<file path="src/rtl/clock_set_ctrl_pkg.sv">
// Shared encodings for the clock time-setting controller: press codes,
// FSM states, field-select values and field limits.
package clock_set_ctrl_pkg;

  localparam logic [1:0] BTN_NONE  = 2'b00;
  localparam logic [1:0] BTN_SHORT = 2'b01;
  localparam logic [1:0] BTN_LONG  = 2'b10;

  localparam logic [1:0] FSEL_NONE = 2'b00;
  localparam logic [1:0] FSEL_HOUR = 2'b01;
  localparam logic [1:0] FSEL_MIN  = 2'b10;
  localparam logic [1:0] FSEL_SEC  = 2'b11;

  localparam logic [4:0] HOUR_MAX = 5'd23;
  localparam logic [5:0] MS_MAX   = 6'd59;

  typedef enum logic [1:0] {
    ST_RUN,
    ST_SET_H,
    ST_SET_M,
    ST_SET_S
  } state_t;

  function automatic logic [1:0] fsel_of(state_t s);
    case (s)
      ST_SET_H: return FSEL_HOUR;
      ST_SET_M: return FSEL_MIN;
      ST_SET_S: return FSEL_SEC;
      default:  return FSEL_NONE;
    endcase
  endfunction

endpackage

</file>
<file path="src/rtl/clock_set_ctrl_btn_event.sv">
// Turns a level-held press code into one-cycle short/long event pulses,
// firing only on the 00 -> 01/10 transition; events are combinational off the current code.
module btn_event
  import clock_set_ctrl_pkg::*;
(
  input  logic       i_clk,
  input  logic       i_rst_n,
  input  logic [1:0] i_code,
  output logic       o_short_ev,
  output logic       o_long_ev
);

  logic [1:0] r_prev;

  always_ff @(posedge i_clk or negedge i_rst_n) begin
    if (!i_rst_n) r_prev <= BTN_NONE;
    else          r_prev <= i_code;
  end

  assign o_short_ev = (r_prev == BTN_NONE) && (i_code == BTN_SHORT);
  assign o_long_ev  = (r_prev == BTN_NONE) && (i_code == BTN_LONG);

endmodule

</file>
<file path="src/rtl/clock_set_ctrl.sv">
// Time-setting FSM: snapshots running time, edits H/M/S from key events,
// pulses load on commit, aborts on inactivity, and drives blink/field select.
module clock_set_ctrl
  import clock_set_ctrl_pkg::*;
#(
  parameter int CLK_HZ    = 50_000_000,
  parameter int TIMEOUT_S = 10,
  parameter int BLINK_HZ  = 2
) (
  input  logic       CLOCK_50,
  input  logic       rst_n,
  input  logic [1:0] mode_code,
  input  logic [1:0] adj_code,
  input  logic [4:0] cur_hour,
  input  logic [5:0] cur_min,
  input  logic [5:0] cur_sec,
  output logic [4:0] set_hour,
  output logic [5:0] set_min,
  output logic [5:0] set_sec,
  output logic       load,
  output logic       set_active,
  output logic [1:0] field_sel,
  output logic       blink_on
);

  localparam int TO_CYC = CLK_HZ * TIMEOUT_S;
  localparam int TO_W   = $clog2(TO_CYC);
  localparam int BL_CYC = CLK_HZ / (2 * BLINK_HZ);
  localparam int BL_W   = $clog2(BL_CYC);
  localparam logic [TO_W-1:0] TO_LAST = TO_W'(TO_CYC - 1);
  localparam logic [BL_W-1:0] BL_LAST = BL_W'(BL_CYC - 1);

  logic w_mode_short, w_mode_long, w_adj_short, w_adj_long;

  btn_event u_mode_ev (
    .i_clk      (CLOCK_50),
    .i_rst_n    (rst_n),
    .i_code     (mode_code),
    .o_short_ev (w_mode_short),
    .o_long_ev  (w_mode_long)
  );

  btn_event u_adj_ev (
    .i_clk      (CLOCK_50),
    .i_rst_n    (rst_n),
    .i_code     (adj_code),
    .o_short_ev (w_adj_short),
    .o_long_ev  (w_adj_long)
  );

  state_t          r_state, w_state_nxt;
  logic [4:0]      r_hour, w_hour_nxt;
  logic [5:0]      r_min, w_min_nxt;
  logic [5:0]      r_sec, w_sec_nxt;
  logic            r_load, w_load_nxt;
  logic [TO_W-1:0] r_to_cnt, w_to_nxt;
  logic [BL_W-1:0] r_bl_cnt, w_bl_nxt;
  logic            r_blink, w_blink_nxt;

  always_ff @(posedge CLOCK_50 or negedge rst_n) begin
    if (!rst_n) begin
      r_state  <= ST_RUN;
      r_hour   <= '0;
      r_min    <= '0;
      r_sec    <= '0;
      r_load   <= 1'b0;
      r_to_cnt <= '0;
      r_bl_cnt <= '0;
      r_blink  <= 1'b1;
    end else begin
      r_state  <= w_state_nxt;
      r_hour   <= w_hour_nxt;
      r_min    <= w_min_nxt;
      r_sec    <= w_sec_nxt;
      r_load   <= w_load_nxt;
      r_to_cnt <= w_to_nxt;
      r_bl_cnt <= w_bl_nxt;
      r_blink  <= w_blink_nxt;
    end
  end

  always_comb begin
    w_state_nxt = r_state;
    w_hour_nxt  = r_hour;
    w_min_nxt   = r_min;
    w_sec_nxt   = r_sec;
    w_load_nxt  = 1'b0;
    w_to_nxt    = r_to_cnt;
    w_bl_nxt    = r_bl_cnt;
    w_blink_nxt = r_blink;

    if (r_state == ST_RUN) begin
      // Holding the counters at their restart values makes set-state entry free.
      w_to_nxt    = '0;
      w_bl_nxt    = '0;
      w_blink_nxt = 1'b1;
      if (w_mode_long) begin
        w_state_nxt = ST_SET_H;
        w_hour_nxt  = cur_hour;
        w_min_nxt   = cur_min;
        w_sec_nxt   = cur_sec;
      end
    end else begin
      w_to_nxt = r_to_cnt + 1'b1;
      if (r_bl_cnt == BL_LAST) begin
        w_bl_nxt    = '0;
        w_blink_nxt = ~r_blink;
      end else begin
        w_bl_nxt = r_bl_cnt + 1'b1;
      end

      // Mode events take priority; a simultaneous adj event is dropped.
      if (w_mode_short) begin
        case (r_state)
          ST_SET_H: w_state_nxt = ST_SET_M;
          ST_SET_M: w_state_nxt = ST_SET_S;
          default:  w_state_nxt = ST_SET_H;
        endcase
        w_to_nxt    = '0;
        w_bl_nxt    = '0;
        w_blink_nxt = 1'b1;
      end else if (w_mode_long) begin
        w_load_nxt  = 1'b1;
        w_state_nxt = ST_RUN;
        w_to_nxt    = '0;
      end else if (w_adj_short || w_adj_long) begin
        if (r_state == ST_SET_H)
          w_hour_nxt = (w_adj_long || r_hour == HOUR_MAX) ? 5'd0 : r_hour + 5'd1;
        else if (r_state == ST_SET_M)
          w_min_nxt = (w_adj_long || r_min == MS_MAX) ? 6'd0 : r_min + 6'd1;
        else
          w_sec_nxt = (w_adj_long || r_sec == MS_MAX) ? 6'd0 : r_sec + 6'd1;
        w_to_nxt    = '0;
        w_bl_nxt    = '0;
        w_blink_nxt = 1'b1;
      end else if (r_to_cnt == TO_LAST) begin
        w_state_nxt = ST_RUN;
        w_to_nxt    = '0;
      end
    end
  end

  assign set_hour   = r_hour;
  assign set_min    = r_min;
  assign set_sec    = r_sec;
  assign load       = r_load;
  assign set_active = (r_state != ST_RUN);
  assign field_sel  = fsel_of(r_state);
  assign blink_on   = (r_state == ST_RUN) || r_blink;

endmodule

</file>
<file path="config.mk">
export PLATFORM = sky130hd
export DESIGN_NAME = clock_set_ctrl
export DESIGN_NICKNAME = d
export VERILOG_FILES = /design/src/rtl/clock_set_ctrl_pkg.sv /design/src/rtl/clock_set_ctrl_btn_event.sv /design/src/rtl/clock_set_ctrl.sv
export SDC_FILE = /design/constraint.sdc
export NUM_CORES = 1
export LEC_CHECK = 0
export ABC_AREA = 1
export CAP_MARGIN = 20
export CORE_AREA = 2 2 120 122
export DETAILED_ROUTE_END_ITERATION = 10
export DIE_AREA = 0 0 122 124
export GPL_TIMING_DRIVEN = 0
export HOLD_SLACK_MARGIN = 0.08
export SETUP_SLACK_MARGIN = 0.02
export SYNTH_ARGS = -nofsm -noshare
export SYNTH_HDL_FRONTEND = slang
export SYNTH_SLANG_ARGS = --single-unit
</file>
<file path="constraint.sdc">
create_clock -name CLOCK_50 -period 1.95 [get_ports CLOCK_50]
set_input_delay 0.39 -clock CLOCK_50 [delete_from_list [all_inputs] [get_ports CLOCK_50]]
set_output_delay 0.39 -clock CLOCK_50 [all_outputs]
set_load 0.05 [all_outputs]
</file>
==> results of run 1 <==
[cells in the mapped netlist (4+ instances only)]
cell type	number	area share (%)
nand2_1	151	12
inv_1	55	4.3
ha_1	10	2.6
o21ai_0	17	1.8
nor3_1	19	2.0
nand3_1	31	3.2
nand2_2	12	1.6
inv_2	4	0.31
nor2_1	110	8.6
nor2_4	8	1.9
xor2_1	22	4.0
dfrtp_1	77	40
a21oi_1	10	1.0
nor3_2	8	1.7
nor2_2	13	1.7
xnor2_1	13	2.4
nand4_1	11	1.4
[state kept, by name (all words and copies together) (netlist names)]
| signal | cells |
|---|---|
| set_min | 6 |
| r_to_cnt | 29 |
| set_sec | 6 |
| r_bl_cnt | 24 |
| load | 1 |
| r_state | 2 |
| u_mode_ev.r_prev | 2 |
| r_blink | 1 |
| u_adj_ev.r_prev | 2 |
| set_hour | 5 |
[logic make-up after synthesis]
logic type | Yosys count | synth area share [%]
AO/OA/AOI/OAI | 37 | 4.68
XOR/XNOR | 35 | 6.41
adder cells (fa/ha/maj) | 10 | 2.61
buffers and inverters | 69 | 6.38
flip-flops | 78 | 40.8
AND/OR/NAND/NOR | 383 | 39.1
[worst min path at each step]
stage / from / to / slack (ns) / cells past startpoint
after global placement: r_bl_cnt[0] / r_bl_cnt[0] / 0.45 / 1
after floorplan: rst_n / load / 0.09 / 0
after CTS: r_bl_cnt[0] / r_bl_cnt[0] / 0.47 / 1
after global routing: r_bl_cnt[0] / r_bl_cnt[0] / 0.49 / 1
after detailed placement: rst_n / r_to_cnt[0] / 0.40 / 1
final: r_bl_cnt[0] / r_bl_cnt[0] / 0.47 / 1
[routing by layer]
layer	up-vias	GRT usage, %
met4	0	5.60
met1	1899	20.6
met3	9	2.75
li1	2062	-
met5	-	0
met2	44	26.1
[metrics by stage]
step | cells | cell area (sq um)
after floorplan | 612 | 4790
after global placement | 836 | 5450
after detailed placement | 837 | 5480
after CTS | 859 | 5840
after global routing | 859 | 5850
final | 859 | 5850
[power groups by stage]
stage                     clock network, uW  logic, uW  registers [uW]
final                                  1670       3150            2110
after global routing                   1790       3480            2160
after CTS                              1720       3170            2110
after detailed placement                  0       3070            2150
after global placement                    0       3030            2140
after floorplan                           0       1660            2640
[what timing repair did]
action	4_1_cts	5_1_grt
buffers inserted	5	1
cloned	0	0
pin swaps	1	1
resized for setup	53	7
endpoints found under the hold margin	33	0
hold buffers	1	0
endpoints found under the setup margin	20	6
[layout make-up]
| cell class | count | area share (%) |
|---|---|---|
| well taps | 180 | 3.85 |
| plain buffers | 6 | 1.41 |
| inverters | 62 | 4.04 |
| flip-flops and latches | 78 | 33.4 |
| clock inverters | 3 | 0.770 |
| repair buffers | 52 | 8.70 |
| clock buffers | 13 | 4.28 |
| multi-input cells | 465 | 43.6 |
==> flow_metrics.env, run 1 <==
export IMPL_synthFlopType="dfrtp_1"
export IMPL_postLayoutCoreUtil_pct=42.7
export IMPL_multi_input_area_sq_um=2550
export IMPL_swShare_pct=42.5
export IMPL_switchingPower_uw=2950
export IMPL_max_freq_mhz=530
export IMPL_vdd_drop_max_mv=0.703
export IMPL_clk_pin_slew_ns=0.06
export IMPL_power_frac_clock_pct=24.1
export IMPL_top_layer_used="met4"
export IMPL_cpPeakStageDelay_ns=0.81
export IMPL_num_fill_cells=1417
export IMPL_fin_crit_ns=1.89
export IMPL_crit_type="reg2out"
export IMPL_combPwrFrac_pct=45.4
export IMPL_wl_met2_um=5270
export IMPL_dr_pass1_iters=4
export IMPL_fin_nets=707
export IMPL_gp_congestion=0.842
export IMPL_die_w_um=122
export IMPL_yosysSeqAreaShare_pct=40.8
export IMPL_num_io_pins=45
export IMPL_wl_met3_um=238
export IMPL_via_per_inst=4.67
export IMPL_cts_buffers=9
export IMPL_cts_root_buf="clkbuf_16"
export IMPL_worst_hold_slack_ns=0.466
export IMPL_clock_sinks=78
export IMPL_critPathBufInv=1
export IMPL_syn_to_final_growth_pct=22.3
export IMPL_finClkSkew_ns=0.0129
export IMPL_final_common_cell="nand2_1"
export IMPL_slew_limit_headroom_pct=66.0
export IMPL_h_tree_depth=3
export IMPL_drtIter0Drc=178
export IMPL_endpoint="load"
export IMPL_arrival_ns=1.50
export IMPL_crit_family="buffers and inverters"
export IMPL_drc=0
export IMPL_worstPathMaxFanout=1
export IMPL_r2r_start="r_to_cnt[0]"
export IMPL_num_vias=4014
export IMPL_syn_avg_cell_area_sq_um=7.82
export IMPL_min_path_type="reg2reg"
export IMPL_drv_slew=0
export IMPL_fp_coreArea_sq_um=13700
export IMPL_antenna_found_initial=0
export IMPL_p_total_uw=6930
export IMPL_layout_setup_ws_ns=0.0634
export IMPL_startpoint_type="register"
export IMPL_diodes=0
export IMPL_start_util_pct=34.9
export IMPL_yosys_register_bits=78
export IMPL_fin_setup_tns_ns=0
export IMPL_critPathCaptureType="primary output"
export IMPL_slowest_stage="clkdlybuf4s50_1"
export IMPL_grt_pass1_wl_um=19200
export IMPL_power_density_nw_per_um2=1180
export IMPL_internal_power_uw=3980
export IMPL_crit_required_ns=1.56
export IMPL_hpwl_um=7950
export IMPL_setup_violations=0
export IMPL_overflow=0
export IMPL_layout_common_cells="nand2_1, nor2_1, dfrtp_1"
export IMPL_grt_pass1_vias=4231
export IMPL_worst_slew_pin_slew_ns=0.510
export IMPL_track_usage_pct=15.7
export IMPL_worstPathCellList="clkdlybuf4s50_1"
export IMPL_ant_nets=0
export IMPL_post_place_ws_ns=-0.752
export IMPL_placementRows=43
export IMPL_p_leak_uw=0.00256
export IMPL_die_h_um=124
export IMPL_wl_per_cell_um=12.6
export IMPL_yosysWarnings=0
export IMPL_synthCells=612
export IMPL_reg2reg_to="r_to_cnt[17]"
export IMPL_register_area_sq_um=1950
export IMPL_cts_max_path_buffers=2
export IMPL_cp_depth=1
export IMPL_worstRegToRegCells=7
export IMPL_grt_max_degree=46
export IMPL_async_reset_ff_share_pct=100
export IMPL_portBuffers=44
export IMPL_synth_distinct_cells=42
export IMPL_reg2reg_slack_ns=0.22
export IMPL_wirelength_um=10800
export IMPL_synth_edf_count=0
export IMPL_seqPwrFrac_pct=30.5
export IMPL_status="finished, final reports clean"
export IMPL_maxCapViolCount=0
export IMPL_tritoncts="done"
export IMPL_hold_viol_final=0
export IMPL_layout_drive_gt1_share_pct=14.9
export IMPL_synth_area_sq_um=4790
export IMPL_worstSkewPairLatency_ns=0.34
export IMPL_startpoint="load"
export IMPL_rsz0062_at_grt="true"
export IMPL_synth_nets=645
export IMPL_finalCritPeriodShare_pct=96.7
export IMPL_m1WireLength_um=5160
export IMPL_die_area_sq_um=15100
No activity file was read; power rests on OpenSTA's default activity.
==> inputs of run 2 (changes only) <==
--- a/config.mk
+++ b/config.mk
@@ -7,9 +7,9 @@
 export LEC_CHECK = 0
 export ABC_AREA = 1
 export CAP_MARGIN = 20
-export CORE_AREA = 2 2 120 122
+export CORE_AREA = 2 2 113 115
 export DETAILED_ROUTE_END_ITERATION = 10
-export DIE_AREA = 0 0 122 124
+export DIE_AREA = 0 0 115 117
 export GPL_TIMING_DRIVEN = 0
 export HOLD_SLACK_MARGIN = 0.08
 export SETUP_SLACK_MARGIN = 0.02
==> run 2 against run 1 <==
  * Flip-flop and latch count did not move
  * Cell count fell by 3.3%
  * Clock skew fell by 0.0047 ns
  * Global-route usage rose by 1.8 points
  * Sequential share of layout area rose by 0.10 points
  * Maximum frequency fell by 1.2%
  * Count of clock-buffer cells in the layout fell by 2
  * Highest routed layer unchanged
==> flow_metrics.env, run 2 (synthesized netlist as in run 1, its figures left out) <==
export IMPL_status="finished, final reports clean"
export IMPL_largestRegisters="r_to_cnt: 29 flops, r_bl_cnt: 24 flops"
export IMPL_start_util_pct=38.9
export IMPL_slew_limit_headroom_pct=63.5
export IMPL_max_freq_mhz=524
export IMPL_cts_buffers=9
export IMPL_hold_viol_final=0
export IMPL_diodes=0
export IMPL_h_tree_depth=3
export IMPL_min_path_type="reg2reg"
export IMPL_cts_max_path_buffers=2
export IMPL_fin_nets=709
export IMPL_cts_root_buf="clkbuf_16"
export IMPL_num_vias=4011
export IMPL_num_io_pins=45
export IMPL_placementRows=41
export IMPL_crit_family="flip-flops"
export IMPL_critPathCaptureType="primary output"
export IMPL_grt_pass1_wl_um=18800
export IMPL_top_register="r_to_cnt"
export IMPL_worst_slew_pin_slew_ns=0.547
export IMPL_hpwl_um=7840
export IMPL_overflow=0
export IMPL_grt_pass1_vias=4122
export IMPL_crit_required_ns=1.56
export IMPL_layout_common_cells="nand2_1, nor2_1, dfrtp_1"
export IMPL_num_fill_cells=1225
export IMPL_clk_pin_slew_ns=0.06
export IMPL_layout_drive_gt1_share_pct=15.4
export IMPL_vdd_drop_max_mv=0.756
export IMPL_dr_pass1_iters=4
export IMPL_min_path_cells=1
export IMPL_wl_per_cell_um=12.6
export IMPL_finalCritPeriodShare_pct=97.9
export IMPL_drtIter0Drc=206
export IMPL_cpPeakStageDelay_ns=0.38
export IMPL_portBuffers=44
export IMPL_fp_coreArea_sq_um=12300
export IMPL_drv_slew=0
export IMPL_die_area_sq_um=13500
export IMPL_grt_max_degree=60
export IMPL_p_total_uw=6950
export IMPL_worstPathMaxFanout=6
export IMPL_via_per_inst=4.83
export IMPL_postLayoutCoreUtil_pct=47.4
export IMPL_syn_to_final_growth_pct=21.9
export IMPL_slowest_stage="dfrtp_1"
export IMPL_worst_hold_slack_ns=0.462
export IMPL_setup_violations=0
export IMPL_finClkSkew_ns=0.00821
export IMPL_die_w_um=115
export IMPL_startpoint_type="register"
export IMPL_fin_setup_tns_ns=0
export IMPL_gp_congestion=0.893
export IMPL_final_common_cell="nand2_1"
export IMPL_clock_sinks=78
export IMPL_cp_depth=5
export IMPL_tritoncts="done"
export IMPL_arrival_ns=1.52
export IMPL_worstRegToRegCells=7
export IMPL_rsz0062_at_grt="true"
export IMPL_drc=0
export IMPL_track_usage_pct=17.5
export IMPL_worstPathCellList="inv_2 -> ha_4 -> clkbuf_16 -> or2_4 -> buf_8"
export IMPL_wirelength_um=10500
export IMPL_largest_reg_flops=29
export IMPL_p_leak_uw=0.00259
export IMPL_worstSkewPairLatency_ns=0.35
export IMPL_power_density_nw_per_um2=1190
export IMPL_maxCapViolCount=0
export IMPL_critPathBufInv=3
export IMPL_antenna_found_initial=0
export IMPL_fin_crit_ns=1.91
export IMPL_ant_nets=0
export IMPL_die_h_um=117
export IMPL_crit_type="reg2out"
[run 2: changes by cell type in the layout (fill, tap and decap cells not counted), sizes merged]
cell,previous run,this run
clkbuf,15,13
dlymetal6s2s,1,2
clkinv,3,5
buf,16,18
clkdlybuf4s50,22,21
[run 2: through the flow]
stage,cells,area [sq um],setup WS [ns]
2_1_floorplan,612,4790,0.140
3_3_place_gp,806,5410,-2.44
3_5_place_dp,807,5440,-0.690
4_1_cts,831,5830,-0.0569
5_1_grt,831,5830,0.00428
6_report,831,5830,0.0411
[run 2: final timing paths]
check | startpoint | end | slack, ns
max reg2reg | r_to_cnt[0] | r_to_cnt[17] | 0.23
max in group asynchronous | rst_n | r_blink | 0.85
min in group asynchronous | rst_n | r_to_cnt[27] | 0.48
min reg2reg | r_bl_cnt[0] | r_bl_cnt[0] | 0.46
max | r_state[1] | blink_on | 0.04
min | r_bl_cnt[0] | r_bl_cnt[0] | 0.46
[run 2: metal layers]
layer	track usage (%)	wire length [um]	share of wire, %	vias up
li1	-	-	-	2061
met1	23.2	5050	48	1864
met2	27.7	4830	46	72
met3	3.91	412	3.9	14
met4	7.95	181	1.7	0
met5	0	0	0	-
[run 2: worst register-to-register path: cells and delay by family (launching register included)]
kind / cells / cell delay, ns
simple gates: 4 / 0.75
flops: 1 / 0.40
fa+ha+maj: 1 / 0.21
buf+inv: 1 / 0.18
compound gates: 1 / 0.06
[run 2: cell type report]
class                           count  area [sq um]  share of cell area [%]
Buffer                              6          82.6                    1.42
Clock buffer                       11           243                    4.16
Clock inverter                      5          58.8                    1.01
Inverter                           62           236                    4.05
Multi-Input combinational cell    465          2550                    43.7
Sequential cell                    78          1950                    33.5
Tap cell                          150           188                    3.22
Timing Repair Buffer               54           523                    8.96
[run 2: power by group]
part	switching (uW)	internal (uW)	total, uW
Combinational	2020	1120	3140
Clock	676	1030	1700
Sequential	259	1850	2110
[run 2: repair_timing]
| action | in CTS | in global routing |
|---|---|---|
| pin swaps | 1 | 0 |
| cloned | 0 | 0 |
| hold buffers | 1 | 0 |
| setup endpoints to repair | 20 | 5 |
| gates resized for setup | 53 | 6 |
| buffers inserted | 7 | 1 |
| hold endpoints to repair | 19 | 0 |
==> inputs of run 3 (changes only) <==
--- a/config.mk
+++ b/config.mk
@@ -7,12 +7,14 @@
 export LEC_CHECK = 0
 export ABC_AREA = 1
 export CAP_MARGIN = 20
-export CORE_AREA = 2 2 113 115
+export CORE_AREA = 2 2 112 114
+export CTS_CLUSTER_SIZE = 12
 export DETAILED_ROUTE_END_ITERATION = 10
-export DIE_AREA = 0 0 115 117
+export DIE_AREA = 0 0 114 116
 export GPL_TIMING_DRIVEN = 0
 export HOLD_SLACK_MARGIN = 0.08
 export SETUP_SLACK_MARGIN = 0.02
 export SYNTH_ARGS = -nofsm -noshare
 export SYNTH_HDL_FRONTEND = slang
+export SYNTH_HIERARCHICAL = 1
 export SYNTH_SLANG_ARGS = --single-unit
==> run 3 against run 2 <==
  * Global-route usage is 0.80 points higher
  * Core utilization is 1.3 points higher
  * Clock power is 6% higher
  * Synthesized area is 1.3% lower
  * Synthesized cell count grew 5.6%
  * Via count grew 5.3%
  * Combinational power about the same
  * Design area fell by 0.54%
  * Worst hold slack improved by 0.0044 ns
  * Critical endpoint unchanged
==> flow_metrics.env, run 3 <==
export IMPL_diodes=0
export IMPL_power_frac_clock_pct=25.5
export IMPL_largestRegisters="r_to_cnt: 29 flops, r_bl_cnt: 24 flops"
export IMPL_max_freq_mhz=525
export IMPL_via_per_inst=4.91
export IMPL_largest_reg_flops=29
export IMPL_worstSkewPairLatency_ns=0.34
export IMPL_yosysWarnings=6
export IMPL_final_area_sq_um=5800
export IMPL_min_path_type="reg2reg"
export IMPL_fin_setup_tns_ns=0
export IMPL_synth_area_sq_um=4720
export IMPL_switchingPower_uw=2990
export IMPL_swShare_pct=42.6
export IMPL_p_total_uw=7030
export IMPL_worst_slew_pin_slew_ns=0.504
export IMPL_overflow=0
export IMPL_grt_pass1_wl_um=19200
export IMPL_h_tree_depth=3
export IMPL_drc=0
export IMPL_combPwrFrac_pct=44.3
export IMPL_die_area_sq_um=13200
export IMPL_fin_crit_ns=1.91
export IMPL_wirelength_um=11200
export IMPL_synth_nets=678
export IMPL_hpwl_um=8260
export IMPL_layout_common_cells="nand2_1, nor2_1, inv_1"
export IMPL_portBuffers=44
export IMPL_clock_sinks=78
export IMPL_cts_root_buf="clkbuf_16"
export IMPL_final_common_cell="nand2_1"
export IMPL_vdd_drop_max_mv=0.848
export IMPL_crit_required_ns=1.56
export IMPL_track_usage_pct=18.3
export IMPL_drv_slew=0
export IMPL_grt_max_degree=48
export IMPL_num_vias=4223
export IMPL_antenna_found_initial=0
export IMPL_setup_violations=0
export IMPL_start_util_pct=39.7
export IMPL_finalCritPeriodShare_pct=97.7
export IMPL_internal_power_uw=4030
export IMPL_dr_pass1_iters=5
export IMPL_synthTopCellsByCount="nand2_1, nor2_1, inv_1"
export IMPL_synthCells=646
export IMPL_fin_nets=740
export IMPL_placementRows=40
export IMPL_clk_pin_slew_ns=0.06
export IMPL_tritoncts="done"
export IMPL_synth_edf_count=0
export IMPL_yosysSeqAreaShare_pct=41.3
export IMPL_grt_pass1_vias=4089
export IMPL_grt_busiest_layer="met2"
export IMPL_rsz0062_at_grt="true"
export IMPL_fp_coreArea_sq_um=11900
export IMPL_num_io_pins=45
export IMPL_startpoint_type="register"
export IMPL_layout_drive_gt1_share_pct=13.0
export IMPL_power_density_nw_per_um2=1210
export IMPL_finClkSkew_ns=0.00503
export IMPL_yosys_register_bits=78
export IMPL_cts_max_path_buffers=2
export IMPL_status="finished, final reports clean"
export IMPL_syn_avg_cell_area_sq_um=7.31
export IMPL_synth_top_area_share_pct=40.8
export IMPL_top_register="r_to_cnt"
export IMPL_crit_type="reg2out"
export IMPL_yosysTopAreaCell="dfrtp_1"
export IMPL_synth_distinct_cells=39
export IMPL_maxCapViolCount=0
export IMPL_seqPwrFrac_pct=30.2
export IMPL_gp_congestion=0.871
export IMPL_reg2reg_slack_ns=0.21
export IMPL_worstPathMaxFanout=10
export IMPL_yosys_cell_count_top_type="nand2_1"
export IMPL_ant_nets=0
export IMPL_arrival_ns=1.52
export IMPL_drtIter0Drc=270
export IMPL_slew_limit_headroom_pct=66.3
export IMPL_met2_usage_pct=31.4
export IMPL_wl_per_cell_um=13.0
export IMPL_postPlaceCellArea_sq_um=5380
export IMPL_p_leak_uw=0.00260
export IMPL_critPathCaptureType="primary output"
export IMPL_async_reset_ff_share_pct=100
export IMPL_die_h_um=116
export IMPL_synthFlopType="dfrtp_1"
export IMPL_hold_viol_final=0
export IMPL_die_w_um=114
export IMPL_synthTopCellsByArea="dfrtp_1, nand2_1, nor2_1"
export IMPL_worst_hold_slack_ns=0.467
export IMPL_syn_to_final_growth_pct=22.8
export IMPL_grt_use_met3_pct=5.07
export IMPL_met1_usage_pct=22.9
export IMPL_cts_buffers=9
## run 3: cell count changes in the layout (fill, tap and decap cells not counted), sizes merged, moves of 3 or more
cell,before,now
xnor2,13,9
nor3b,1,4
nor2,132,140
clkinv,5,2
o21ai,20,16
inv,59,87
a21oi,11,23
xor2,22,10
a31oi,0,7
## run 3: path summary, 6_finish.rpt
check / endpoint / depth (start not counted) / startpoint
setup / recovery: blink_on / 5 / r_state[1]
min in group asynchronous: load / 2 / rst_n
max in group asynchronous: r_blink / 3 / rst_n
hold / removal: r_bl_cnt[0] / 1 / r_bl_cnt[0]
hold reg to reg: r_bl_cnt[0] / 1 / r_bl_cnt[0]
setup reg to reg: r_to_cnt[25] / 11 / r_to_cnt[0]
## run 3: layout make-up
cell class,instances,area [sq um]
tap,147,184
sequential,78,1950
fill,1201,6110
clock buffer,13,280
multi-input combinational,474,2450
inverter,87,327
timing repair buffer,51,495
buffer,7,68.8
clock inverter,3,40.0
## run 3: logic make-up after synthesis
kind of cell,synth area share [%]
compound gates,7.23
buf+inv,8.13
simple gates,37.4
xor+xnor,3.52
flops,41.3
fa+ha+maj,2.38
## run 3: metrics by stage
step | setup WS, ns | std cells | util [%]
CTS | -0.0761 | 857 | 48.0
global placement | -2.45 | 837 | 44.9
finish | 0.0445 | 860 | 48.7
detailed placement | -0.648 | 838 | 45.1
global route | -0.00564 | 860 | 48.7
floorplan | 0.159 | 646 | -
## run 3: per-layer routing
| metal | vias up | part of all wire (%) | wire length [um] |
|---|---|---|---|
| met5 | - | 0 | 0 |
| met2 | 64 | 49 | 5540 |
| met3 | 4 | 3.4 | 383 |
| met4 | 0 | 0.59 | 66 |
| met1 | 1979 | 46 | 5210 |
| li1 | 2176 | - | - |
## run 3: power by group through the flow
stage	logic [uW]	clock network, uW	registers [uW]
6_report	3110	1800	2120
4_1_cts	2980	1850	2120
3_5_place_dp	3020	0	2160
5_1_grt	3400	1930	2160
2_1_floorplan	1560	0	2700
3_3_place_gp	2960	0	2160
## run 3: timing repair
| action | 4_1_cts | 5_1_grt |
|---|---|---|
| pin swaps | 0 | 3 |
| setup buffers | 2 | 4 |
| setup endpoints to repair | 51 | 31 |
| hold endpoints to repair | 31 | 0 |
| gates resized for setup | 43 | 23 |
| hold buffers | 1 | 0 |
## run 3: critical path: stages (launching register included)
cell	delay (ns)
dfrtp_1	0.38
inv_2	0.07
ha_4	0.17
buf_8	0.14
or2_4	0.26
buf_8	0.15
